==> src/rtl/two_gates_pkg.sv <==
// Shared types and helpers for the two_gates masked-cell characterisation block.
package two_gates_pkg;

    localparam int VEC_W = 4;

    // Input vector ordering: {a, b, r1, r2}, a is the MSB.
    typedef logic [VEC_W-1:0] vec_t;

    // Number of set bits in a 4-bit vector (0..4).
    function automatic logic [2:0] popcount4(input vec_t v);
        logic [2:0] cnt;
        cnt = 3'd0;
        for (int i = 0; i < VEC_W; i++) begin
            cnt = cnt + {2'b00, v[i]};
        end
        return cnt;
    endfunction

endpackage

==> src/rtl/two_gates_core.sv <==
// Purely combinational masked cell: an AND2 level followed by an XOR3 level.
// Kept as its own module so the two gate levels stay visible and untouched.
module two_gates_core (
    input  logic i_a,
    input  logic i_b,
    input  logic i_r1,
    input  logic i_r2,
    output logic o_y
);

    logic w_and;

    // Gate 1: unmasked product of the data inputs.
    assign w_and = i_a & i_b;

    // Gate 2: product masked by both random bits.
    assign o_y = w_and ^ i_r1 ^ i_r2;

endmodule

==> src/rtl/two_gates.sv <==
// two_gates top: power-good qualification, output/Hamming/count registers.
// Build option: define INPUT_DELAY_EN to add a register stage on
// {in_valid,a,b,r1,r2} ahead of the gate logic (latency 2 instead of 1).
module two_gates
    import two_gates_pkg::*;
#(
    parameter int CNT_W = 8
) (
    input  logic             clk,
    input  logic             rst,
    input  logic             VPWR,
    input  logic             VGND,
    input  logic             in_valid,
    input  logic             a,
    input  logic             b,
    input  logic             r1,
    input  logic             r2,
    output logic             out_valid,
    output logic             y,
    output logic [2:0]       hd,
    output logic [CNT_W-1:0] vec_cnt
);

    logic             w_pg;
    logic             w_acc;
    vec_t             w_v;
    logic             w_y_next;

    logic             r_y;
    logic             r_out_valid;
    logic [2:0]       r_hd;
    logic [CNT_W-1:0] r_cnt;
    vec_t             r_prev_v;

    // Rails are good only with VPWR high and VGND low.
    assign w_pg = VPWR & ~VGND;

`ifdef INPUT_DELAY_EN
    logic r_dly_valid;
    vec_t r_dly_v;

    // Input stage: qualify with power-good here, capture data only when accepted.
    always_ff @(posedge clk) begin
        if (rst) begin
            r_dly_valid <= 1'b0;
            r_dly_v     <= '0;
        end else begin
            r_dly_valid <= in_valid & w_pg;
            if (in_valid & w_pg) begin
                r_dly_v <= {a, b, r1, r2};
            end
        end
    end

    assign w_acc = r_dly_valid;
    assign w_v   = r_dly_v;
`else
    assign w_acc = in_valid & w_pg;
    assign w_v   = {a, b, r1, r2};
`endif

    two_gates_core u_core (
        .i_a  (w_v[3]),
        .i_b  (w_v[2]),
        .i_r1 (w_v[1]),
        .i_r2 (w_v[0]),
        .o_y  (w_y_next)
    );

    // Result registers: update on acceptance, otherwise hold and drop out_valid.
    always_ff @(posedge clk) begin
        if (rst) begin
            r_y         <= 1'b0;
            r_out_valid <= 1'b0;
            r_hd        <= 3'd0;
            r_cnt       <= '0;
            r_prev_v    <= '0;
        end else if (w_acc) begin
            r_y         <= w_y_next;
            r_out_valid <= 1'b1;
            r_hd        <= popcount4(w_v ^ r_prev_v);
            r_cnt       <= r_cnt + 1'b1;
            r_prev_v    <= w_v;
        end else begin
            r_out_valid <= 1'b0;
        end
    end

    // Bad rails force y low at the pin without disturbing the held state.
    assign y         = r_y & w_pg;
    assign out_valid = r_out_valid;
    assign hd        = r_hd;
    assign vec_cnt   = r_cnt;

endmodule

==> config.mk <==
export PLATFORM = sky130hd
export DESIGN_NAME = two_gates
export DESIGN_NICKNAME = d
export VERILOG_FILES = /design/src/rtl/two_gates_pkg.sv /design/src/rtl/two_gates_core.sv /design/src/rtl/two_gates.sv
export SDC_FILE = /design/constraint.sdc
export NUM_CORES = 1
export LEC_CHECK = 0
export CORE_MARGIN = 5
export CORE_UTILIZATION = 40
export DETAILED_ROUTE_END_ITERATION = 6
export PLACE_DENSITY = 0.8
export SLEW_MARGIN = 10
export SYNTH_ARGS = -nofsm -noshare
export SYNTH_HDL_FRONTEND = slang
export SYNTH_SLANG_ARGS = --single-unit
==> constraint.sdc <==
create_clock -name clk -period 2.8 [get_ports clk]
set_clock_uncertainty 0.2 [all_clocks]
set_input_delay 0.28 -clock clk [delete_from_list [all_inputs] [get_ports clk]]
set_output_delay 0.28 -clock clk [all_outputs]
set_load 0.01 [all_outputs]
# Yosys cells after proc, flatten, opt, wreduce, memory -nomap -nowiden
# Cells that the tools add are included.
[word_totals]
ff_bits = 17
latchBits = 0
ramBits = 0
rom_bits = 0
inputBits = 9
out_inout_bits = 13
word_cells = 18
mem_count = 0
[classes]
addsub = 4
n_mul = 0
div_mod_pow = 0
order_cmp = 0
n_eq_ne = 0
n_shift = 0
n_mux = 1
bitwise = 8
reduce_logical = 0
[op_table]
columns = ["operator", "n"]
rows = [
  ["$add A8 B1 Y8 const B", 1],
  ["$and A1 B1 Y1", 4],
  ["$xor A4 B4 Y4", 1],
  ["$add A2 B1 Y3", 1],
  ["$add A3 B1 Y3", 1],
  ["$add A1 B1 Y2", 1],
  ["$xor A1 B1 Y1", 2],
  ["$mux W1", 1],
  ["$not A1 Y1", 1],
]

# Depth between registers and ports, before layout
[logic_depth]
depth_word = 4
depth_mapped = 6
depth_no_buf = 6

# By module
# A second synthesis with hierarchy kept.
[unflattened]
cells_unflattened = 90
area_unflattened_um2 = 794.5
[by_module_without_submodules]
columns = ["module", "instances", "cells_each", "area_each_um2", "seq_area_each_um2"]
rows = [
  ["two_gates", 1, 87, 773.2, 340.3],
  ["two_gates_core", 1, 3, 21.3, 0.0],
]

# Worst setup path before layout
# Ideal clock, no wire load.
[synth_path]
kind = "reg-to-reg"
from = "register r_prev_v[0]"
to = "register r_hd[1] (netlist: hd[1])"
setup_ns = 0.132
arrival_time_ns = 1.495
required_ns = 2.468
path_slack_ns = 0.973
stages_incl_launch_ff = 7
n_path_buf = 0
synth_period_minus_slack_ns = 1.827
cell_sequence = "dfxtp_1 -> xor2_1 -> fa_1 -> ha_1 -> ha_1 -> nand2_1 -> a21oi_1"
[synth_between]
elab_chain_len = 4
[synth_lines]
columns = ["item", "line", "text"]
rows = [
  ["start, declared", "two_gates.sv:33", "vec_t r_prev_v;"],
  ["start signal, assigned", "two_gates.sv:83", "r_prev_v <= w_v;"],
  ["$xor A4 B4 Y4", "two_gates.sv:81", "r_hd <= popcount4(w_v ^ r_prev_v);"],
  ["$add A1 B1 Y2", "two_gates_pkg.sv:14", "cnt = cnt + {2'b00, v[i]};"],
  ["$add A2 B1 Y3", "two_gates_pkg.sv:14", ""],
  ["$add A3 B1 Y3", "two_gates_pkg.sv:14", ""],
  ["end signal, assigned", "two_gates.sv:81", ""],
  ["end, declared", "two_gates.sv:31", "logic [2:0] r_hd;"],
]
# No other way between the ends.
# A chain may end at the register's enable or synchronous reset.

# Worst setup path after layout
[layout_path]
from = "input port r2"
to = "register r_hd[1] (netlist: hd[1])"
[layout_between]
elab_chain_len = 4
[layout_lines]
columns = ["item", "line", "text"]
rows = [
  ["start, declared", "two_gates.sv:17", "input logic r2,"],
  ["$xor A4 B4 Y4", "two_gates.sv:81", ""],
  ["$add A1 B1 Y2", "two_gates_pkg.sv:14", ""],
  ["$add A2 B1 Y3", "two_gates_pkg.sv:14", ""],
  ["$add A3 B1 Y3", "two_gates_pkg.sv:14", ""],
]
# No other way between the ends.

==> impl_metrics.toml <==
[status]
status = "completed"

[critical_path]
path_max_fanout = 3
timing.rr.start = "r_prev_v[0]"
cp-start-kind = "input pin"
required_ns = 2.75
path_class = "in2reg"
cp.arrival_ns = 2.06
r2r_cells = 6
r2r_end = "hd[1]"
worstSetupEndpointType = "register"
r2r_slack_ns = 0.88

[sta]
worst_pin_slew_ns = 0.625
fin_tns_setup_ns = 0
hold_viol = 0
relSlewSlack_pct = 58.2
maxSlewViolCount = 0
finalCriticalPeriod_ns = 2.11
rsz0062_at_grt = "no"
fin_crit_sh_pct = 75.5
setup_violations = 0
fmax_mhz = 473

[power_and_ir_drop]
fin_total_pwr_uw = 439
ir_worst_vdd_mv = 0.231
power_density_nw_per_um2 = 421
p_leak_uw = 0.000388

[synth]
synth_edf_count = 0
synthDistinctLibCells = 22
synth_top_area_share_pct = 43.2
synth.yosys.seq_area_share_pct = 43.2
netlist_instances = 89
synth_area_leaders = "dfxtp_1, nand2_1, a21oi_1, xor2_1, ha_1"
synth_area_sq_um = 787
synth_flop_cell = "dfxtp_1"
synth_seq_cells = 17
synth.net_count = 102
avgSynthCellArea_sq_um = 8.84
synthArstFlopShare_pct = 0
ys_warn_count = 0
synth_area_leader_cell = "dfxtp_1"

[cts]
clock_sinks = 17
clk_latency_ns = 0.28
cts_resized = 0
hold_buffers = 0
cts-buffers-inserted = 3
clkTransAtPathRegs_ns = 0.09
clock_path_buffers = 2
tritoncts = "done"
cts_max_level = 1
post_cts_buffers = 0
root_buffer = "clkbuf_4"

[finish]
fin_util_pct = 54.2
final_common_cell = "clkdlybuf4s50_1"
num_antenna_cells = 0
instances_no_fill = 137
final_cell_mix = "clkdlybuf4s50_1, nand2_1, dfxtp_1, a21oi_1"
area.growth.synth_to_final_pct = 32.3
fill_cells = 204
nNetsFinal = 124
drive_gt1_share_pct = 9.09

[routing]
drtIter0Drc = 8
wl_per_cell_microns = 11.7
vias = 673
route.detailed.drc = 0
first_pass_iters = 3
routed_via_density = 4.91
ant_nets = 0
wl_microns = 1610

[floorplan]
die_x_microns = 54.4
dieArea_sq_um = 2950
core-area_sq_um = 1920
start_util_pct = 41.0
dieHeight_microns = 54.4
rows = 16
ioPinCount = 22

[place]
placedCellCount = 133
io_buffers = 21
dp_hpwl_microns = 1190
gp_congestion = 0.690

[global_route]
gr-total-overflow = 0
track_usage_pct = 12.9
grt_pass1_vias = 657
grt_max_degree = 18
antenna_found_initial = 0
grt_pass1_wl_microns = 2750

[hold_path]
hold_path_class = "reg2reg"
hold_start = "hd[2]"
worstHoldPathCells = 2
hold_end = "hd[2]"

[run]
drv_cap = 0
==> logic make-up (layout without fill, tap and decap cells) <==
kind of cell / Yosys count / after routing / share of synthesized area (%)
xor gates and xnor gates: 7 / 7 / 7.79
DFF: 17 / 17 / 43.2
AOI/OAI and AO/OA: 21 / 21 / 14.0
and+or+nand+nor: 35 / 35 / 25.1
buffers and inverters: 5 / 26 / 2.54
adders and majority gates: 4 / 4 / 7.31
==> area by class of cell <==
| class | instances | area [sq um] | share of cell area [%] |
|---|---|---|---|
| Tap cell | 27 | 33.8 | 3.25 |
| Sequential cell | 17 | 340 | 32.7 |
| Clock buffer | 4 | 26.3 | 2.52 |
| Inverter | 1 | 3.75 | 0.361 |
| Timing Repair Buffer | 21 | 210 | 20.2 |
| Multi-Input combinational cell | 67 | 427 | 41.0 |
==> power breakdown <==
| part | switching, uW | internal, uW |
|---|---|---|
| registers | 4.28 | 248 |
| logic | 29.1 | 32.0 |
| clock network | 70.2 | 55.2 |
| total | 104 | 335 |
==> how the worst max path moves through the flow <==
stage | end | start | depth (start not counted)
2_1_floorplan | hd[1] | r_prev_v[0] | 6
3_3_place_gp | hd[1] | r1 | 7
3_5_place_dp | hd[1] | r1 | 7
4_1_cts | hd[1] | r1 | 7
5_1_grt | hd[1] | r1 | 7
6_report | hd[1] | r2 | 7
==> state kept, by name, indices dropped and copies added, names as in the netlist <==
| name | cells |
|---|---|
| out_valid | 1 |
| hd | 3 |
| r_y | 1 |
| r_prev_v | 4 |
| vec_cnt | 8 |
==> worst max-delay path, stage by stage <==
cell	delay (ns)
clkdlybuf4s50_1	0.53
xor2_1	0.22
fa_1	0.43
ha_1	0.21
ha_1	0.26
nand2_1	0.06
a21oi_1	0.06
==> synthesized netlist by cell type, types with 2 or more instances <==
master and n:
ha_1 3, nand4_1 2, xor2_1 5, dfxtp_1 17
a21oi_1 14, clkbuf_1 3, nor2_1 2, and3b_2 2
o21ai_0 5, nand2_1 20, or3_2 4, xnor2_1 2
==> metrics by stage <==
step | hold slack, ns | worst slack [ns] | instance area [sq um]
detailed placement | 0.250 | 0.374 | 1010
CTS | 0.263 | 0.688 | 1040
finish | 0.262 | 0.687 | 1040
floorplan | 0.216 | 0.973 | 787
global placement | 0.248 | 0.439 | 1010
global route | 0.294 | 0.552 | 1040
==> routing by layer <==
layer	GRT usage [%]	up-vias	wire (microns)
met5	0	-	0
met4	6.22	0	9
met3	2.72	2	76
met2	22.9	14	789
met1	14.5	309	730
li1	-	348	-
No activity file was read; power rests on OpenSTA's default activity.
==> variant 1 (same flow settings) <==
Put a register stage on the output `y`, cleared by the reset. The value now appears one clock later. The other outputs are not delayed to match.
--- a/src/rtl/two_gates.sv
+++ b/src/rtl/two_gates.sv
@@ -87,7 +87,13 @@
     end
 
     // Bad rails force y low at the pin without disturbing the held state.
-    assign y         = r_y & w_pg;
+    always_ff @(posedge clk) begin
+        if (rst) begin
+            y <= '0;
+        end else begin
+            y <= r_y & w_pg;
+        end
+    end
     assign out_valid = r_out_valid;
     assign hd        = r_hd;
     assign vec_cnt   = r_cnt;
Check against the original RTL: not equivalent (Yosys sat finds a counterexample within 4 cycles, from zero or initial values and one cycle with rst high).
==> variant 1 against the unedited design <==
  * Final cell count up 1.5%
  * Power up 11%
  * Sequential power up 6%
  * Routed wire length down 0.44%
  * Synthesized area up 2.9%
  * Sequential cell count up 1
  * Cell area up 3.8%
  * Register-to-register slack worse by 20 ps
  * Die area up 2.3%
  * Worst setup slack better by 6.2 ps
==> variant 1: results (changes against the unedited design) <==
| Metric | Value |
|---|---|
| Filler Cells Inserted | `189 (-7.4%)` |
| Syn_nets | `103 (+0.98%)` |
| Gpl congestion | `0.729 (+5.7%)` |
| Clock Root Buffer | `clkbuf_4` |
| FMAX | `0.475 GHz (+0.30%)` |
| Worst path arrival time | `2070 ps` |
| CP Max Fanout | `3 (unchanged)` |
| Routed len/inst | `11.5 µm (-1.9%)` |
| First-pass iteration count of the detailed router | `4 (+1)` |
| Vias | `690 (+2.5%)` |
| Initial antenna violation count | `0 (unchanged)` |
| Outcome | `finished, final reports clean` |
| Skew-Pair Late Insertion Delay | `290 ps` |
| Most frequent cells after synthesis | `nand2_1 (20), dfxtp_1 (18), a21oi_1 (14)` |
| Synth cell types | `23 (+4.5%)` |
| Largest net degree at the start of global routing | `13 (-5)` |
| H-tree depth | `1 (unchanged)` |
| Vias in the first global route | `585 (-11%)` |
| Worst slew pin tran | `469 ps (-156 ps)` |
| Post-DP Area | `0.00104 mm² (+3.0%)` |
| Max Root-Sink Buffers | `2 (unchanged)` |
| Largest cells by area after synthesis | `dfxtp_1 (45%), nand2_1 (9.3%), a21oi_1 (8.7%)` |
| Hpwl dp | `1.24 mm (+3.5%)` |
| Pre-CTS WS | `380 ps (+5.37 ps)` |
| Syn. warnings | `0 (unchanged)` |
| Reg2Reg Setup Slack | `860 ps (-20 ps)` |
| CTS resizes | `0 (unchanged)` |
| Max Slew Vio Count | `0 (unchanged)` |
| Layout cells sized above 1 | `10.7% (+1.6 points)` |
| Mapped Cells | `90 (+1.1%)` |
| Fraction of registers with async set/reset | `0% (unchanged)` |
| Nets | `126 (+1.6%)` |
| CP max stage cell | `clkdlybuf4s50_1` |
| Worst vdd ir | `0.267 mV (+16%)` |
| DRT iter0 DRCs | `6 (-2)` |
| # diodes | `0 (unchanged)` |
| DRC | `0 (unchanged)` |
| TritonCTS buffer count | `3 (unchanged)` |
| Sequential cell area fraction in the yosys report | `44.5% (+1.3 points)` |
| # Post-CTS Setup Buffers | `0 (unchanged)` |
| Dpl cells | `135 (+1.5%)` |
| Total track usage | `11.7% (-1.2 points)` |
| Largest register FFs | `8 (unchanged)` |
| PortBufs | `21 (unchanged)` |
| Routed WL | `1.60 mm (-0.44%)` |
| Global-route wire length before repair | `2.49 mm (-9.6%)` |
| Hold crit path type | `reg -> reg` |
| CP max stage delay | `520 ps` |
| Clk slew on worst S/H paths | `100 ps` |
| Leak Pwr | `0.404 nW (+4.1%)` |
## variant 1: changes by cell type after synthesis, sizes merged
cell,change
dfxtp,+1
and4bb,+1
and3b,-1
## variant 1: logic make-up (layout without fill, tap and decap cells)
kind of cell             after synthesis  in the layout  share of synthesized area [%]
AND/OR/NAND/NOR                       35             35                           24.7
flip-flops                            18             18                           44.5
XOR/XNOR                               7              7                           7.57
buffers and inverters                  5             27                           2.47
adder cells (fa/ha/maj)                4              4                           7.11
AO/OA/AOI/OAI                         21             21                           13.6
## variant 1: final timing paths
path / startpoint / cells past startpoint / to
worst max-delay path: r1 / 7 / hd[1]$_SDFFE_PP0P_
worst min-delay path: hd[2]$_SDFFE_PP0P_ / 2 / hd[2]$_SDFFE_PP0P_
worst max register to register: r_prev_v[3]$_SDFFE_PP0P_ / 6 / hd[1]$_SDFFE_PP0P_
worst min register to register: hd[2]$_SDFFE_PP0P_ / 2 / hd[2]$_SDFFE_PP0P_
## variant 1: final cells by class
type	count	area [µm²]	share of cell area [%]
multi-input cells	67	429	39.7
clock buffers	4	36.3	3.36
well taps	27	33.8	3.12
flip-flops and latches	18	360	33.3
inverters	1	3.75	0.347
repair buffers	22	218	20.1
## variant 1: report_power, final
part           internal [mW]  switching, mW
Clock                 0.0792         0.0796
Sequential             0.262        0.00411
Combinational         0.0330         0.0294
## variant 1: metrics by stage
step           utilization (%)  hold WS [ps]
4_1_cts                   55.7           265
3_5_place_dp              53.8           250
2_1_floorplan                -           216
6_report                  55.7           262
5_1_grt                   55.7           294
3_3_place_gp              53.8           248
## variant 1: metal layers
metal,vias up,wire (µm),track usage [%]
met2,17,766,19.3
met1,316,712,14.0
li1,357,-,-
met5,-,0,0
met3,0,119,2.68
met4,0,0,6.07
## variant 1: critical path, delay by kind of cell
kind	cells	cell delay, ps
AOI/OAI and AO/OA	1	60
xor gates and xnor gates	1	210
adders and majority gates	3	940
buffers and inverters	1	520
and+or+nand+nor	1	60
==> variant 2 (same settings) <==
Without the edit above. Add a define of `INPUT_DELAY_EN`.
--- a/src/rtl/two_gates.sv
+++ b/src/rtl/two_gates.sv
@@ -1,6 +1,8 @@
 // two_gates top: power-good qualification, output/Hamming/count registers.
 // Build option: define INPUT_DELAY_EN to add a register stage on
 // {in_valid,a,b,r1,r2} ahead of the gate logic (latency 2 instead of 1).
+`define INPUT_DELAY_EN
+
 module two_gates
     import two_gates_pkg::*;
 #(
Function: changed (a bounded check fails within 4 cycles, from zero or initial values and one cycle with rst high).
==> variant 2 against the unedited design <==
  * Sequential cell count grew 5
  * Cell area increased by 14%
  * Power is 12% higher
  * Clock power grew 7%
  * Combinational power decreased by 39%
  * Synthesized area up 17%
  * Non-clock buffer count is 2 higher
  * Routed wire length up 5.5%
  * Worst setup slack improved by 34 ps
  * Via count rose by 6.4%
  * Largest cell class unchanged
  * Highest routed layer is now met3
==> variant 2: results (changes against the unedited design) <==
| Metric | Value |
|---|---|
| Layout cells sized above 1 | `4.35% (-4.7 points)` |
| Largest cells by area after synthesis | `dfxtp_1 (48%), mux2i_1 (13%), nor2_1 (6.9%)` |
| Synth Area in Adders | `6.22% (-1.1 points)` |
| Commonest non-fill, non-tap cell in the layout | `dfxtp_1` |
| Skew-Pair Late Insertion Delay | `300 ps (+20 ps)` |
| First-pass iteration count of the detailed router | `2 (-1)` |
| Synth cell types | `23 (+4.5%)` |
| Routed WL | `1.69 mm (+5.5%)` |
| Utilization after layout | `53.7% (-0.49 points)` |
| Vias in the first global route | `680 (+3.5%)` |
| Nets | `130 (+4.8%)` |
| Pre-CTS WS | `755 ps (+380 ps)` |
| Vias | `716 (+6.4%)` |
| CP Max Fanout | `5 (+2)` |
| Routed len/inst | `11.8 µm (+1.1%)` |
| Largest net degree at the start of global routing | `17 (-1)` |
| Synth Area in Compound Gates | `4.47% (-9.5 points)` |
| Filler Cells Inserted | `210 (+2.9%)` |
| Clk slew on worst S/H paths | `110 ps (+20 ps)` |
| Dpl cells | `140 (+5.3%)` |
| Hpwl dp | `1.30 mm (+8.6%)` |
| Post-synthesis mux area share | `13.0% (+13 points)` |
| Gpl congestion | `0.740 (+7.2%)` |
| Total track usage | `10.8% (-2.1 points)` |
| Synth Area in XOR/XNOR | `8.53% (+0.73 points)` |
| Most frequent cells after synthesis | `dfxtp_1 (22), nor2_1 (17), mux2i_1 (12)` |
| Post-DP Area | `0.00116 mm² (+15%)` |
| Worst vdd ir | `0.300 mV (+30%)` |
| Syn_nets | `106 (+3.9%)` |
| Sequential cell area fraction in the yosys report | `47.6% (+4.4 points)` |
| CP max stage cell | `fa_1` |
| CTS resizes | `0 (unchanged)` |
| Global-route wire length before repair | `2.87 mm (+4.2%)` |
| Outcome | `finished, final reports clean` |
| Avg Cell Area, Syn | `9.94 µm² (+12%)` |
| DRT iter0 DRCs | `5 (-3)` |
| Worst slew pin tran | `364 ps (-261 ps)` |
| Leak Pwr | `0.473 nW (+22%)` |
==> variant 2: cell families (layout without fill, tap and decap cells) <==
logic type | after synthesis | in the layout
simple gates | 35 | 35
xor+xnor | 9 | 9
mux | 12 | 12
flops | 22 | 22
buf+inv | 4 | 26
fa+ha+maj | 4 | 4
compound gates | 7 | 7
==> variant 2: cell type report <==
cell class | count | share of cell area [%]
Multi-Input combinational cell | 67 | 39.1
Sequential cell | 22 | 37.1
Tap cell | 28 | 2.95
Clock buffer | 3 | 1.90
Timing Repair Buffer | 23 | 19.0
==> variant 2: metal layers <==
metal / vias up / share of wire [%] / GRT usage, %
met2: 15 / 49 / 18.9
met3: 0 / 6.2 / 4.68
met4: 0 / 0 / 2.98
met5: - / 0 / 0
met1: 339 / 44 / 11.9
li1: 362 / - / -
==> variant 2: worst reg2reg max path: cells and delay by family, from the launching register on <==
kind / cells / cell delay [ps]
xor+xnor: 1 / 240
fa+ha+maj: 3 / 930
flops: 1 / 430
mux: 1 / 130
simple gates: 1 / 60
==> variant 2: report_power, final <==
group	switching [mW]	total (mW)	internal, mW
Combinational	0.0158	0.0374	0.0215
Clock	0.0842	0.134	0.0501
Sequential	0.00427	0.321	0.317
==> variant 2: worst paths after layout <==
| check | start | end | slack (ps) | cells after the start |
|---|---|---|---|---|
| max reg2reg | r_dly_v[2]$_SDFFE_PP0P_ | hd[1]$_SDFFE_PP0P_ | 720 | 6 |
| min | vec_cnt[7]$_SDFFE_PP0P_ | vec_cnt[7]$_SDFFE_PP0P_ | 310 | 2 |
| min reg2reg | vec_cnt[7]$_SDFFE_PP0P_ | vec_cnt[7]$_SDFFE_PP0P_ | 310 | 2 |
| max | r_dly_v[2]$_SDFFE_PP0P_ | hd[1]$_SDFFE_PP0P_ | 720 | 6 |
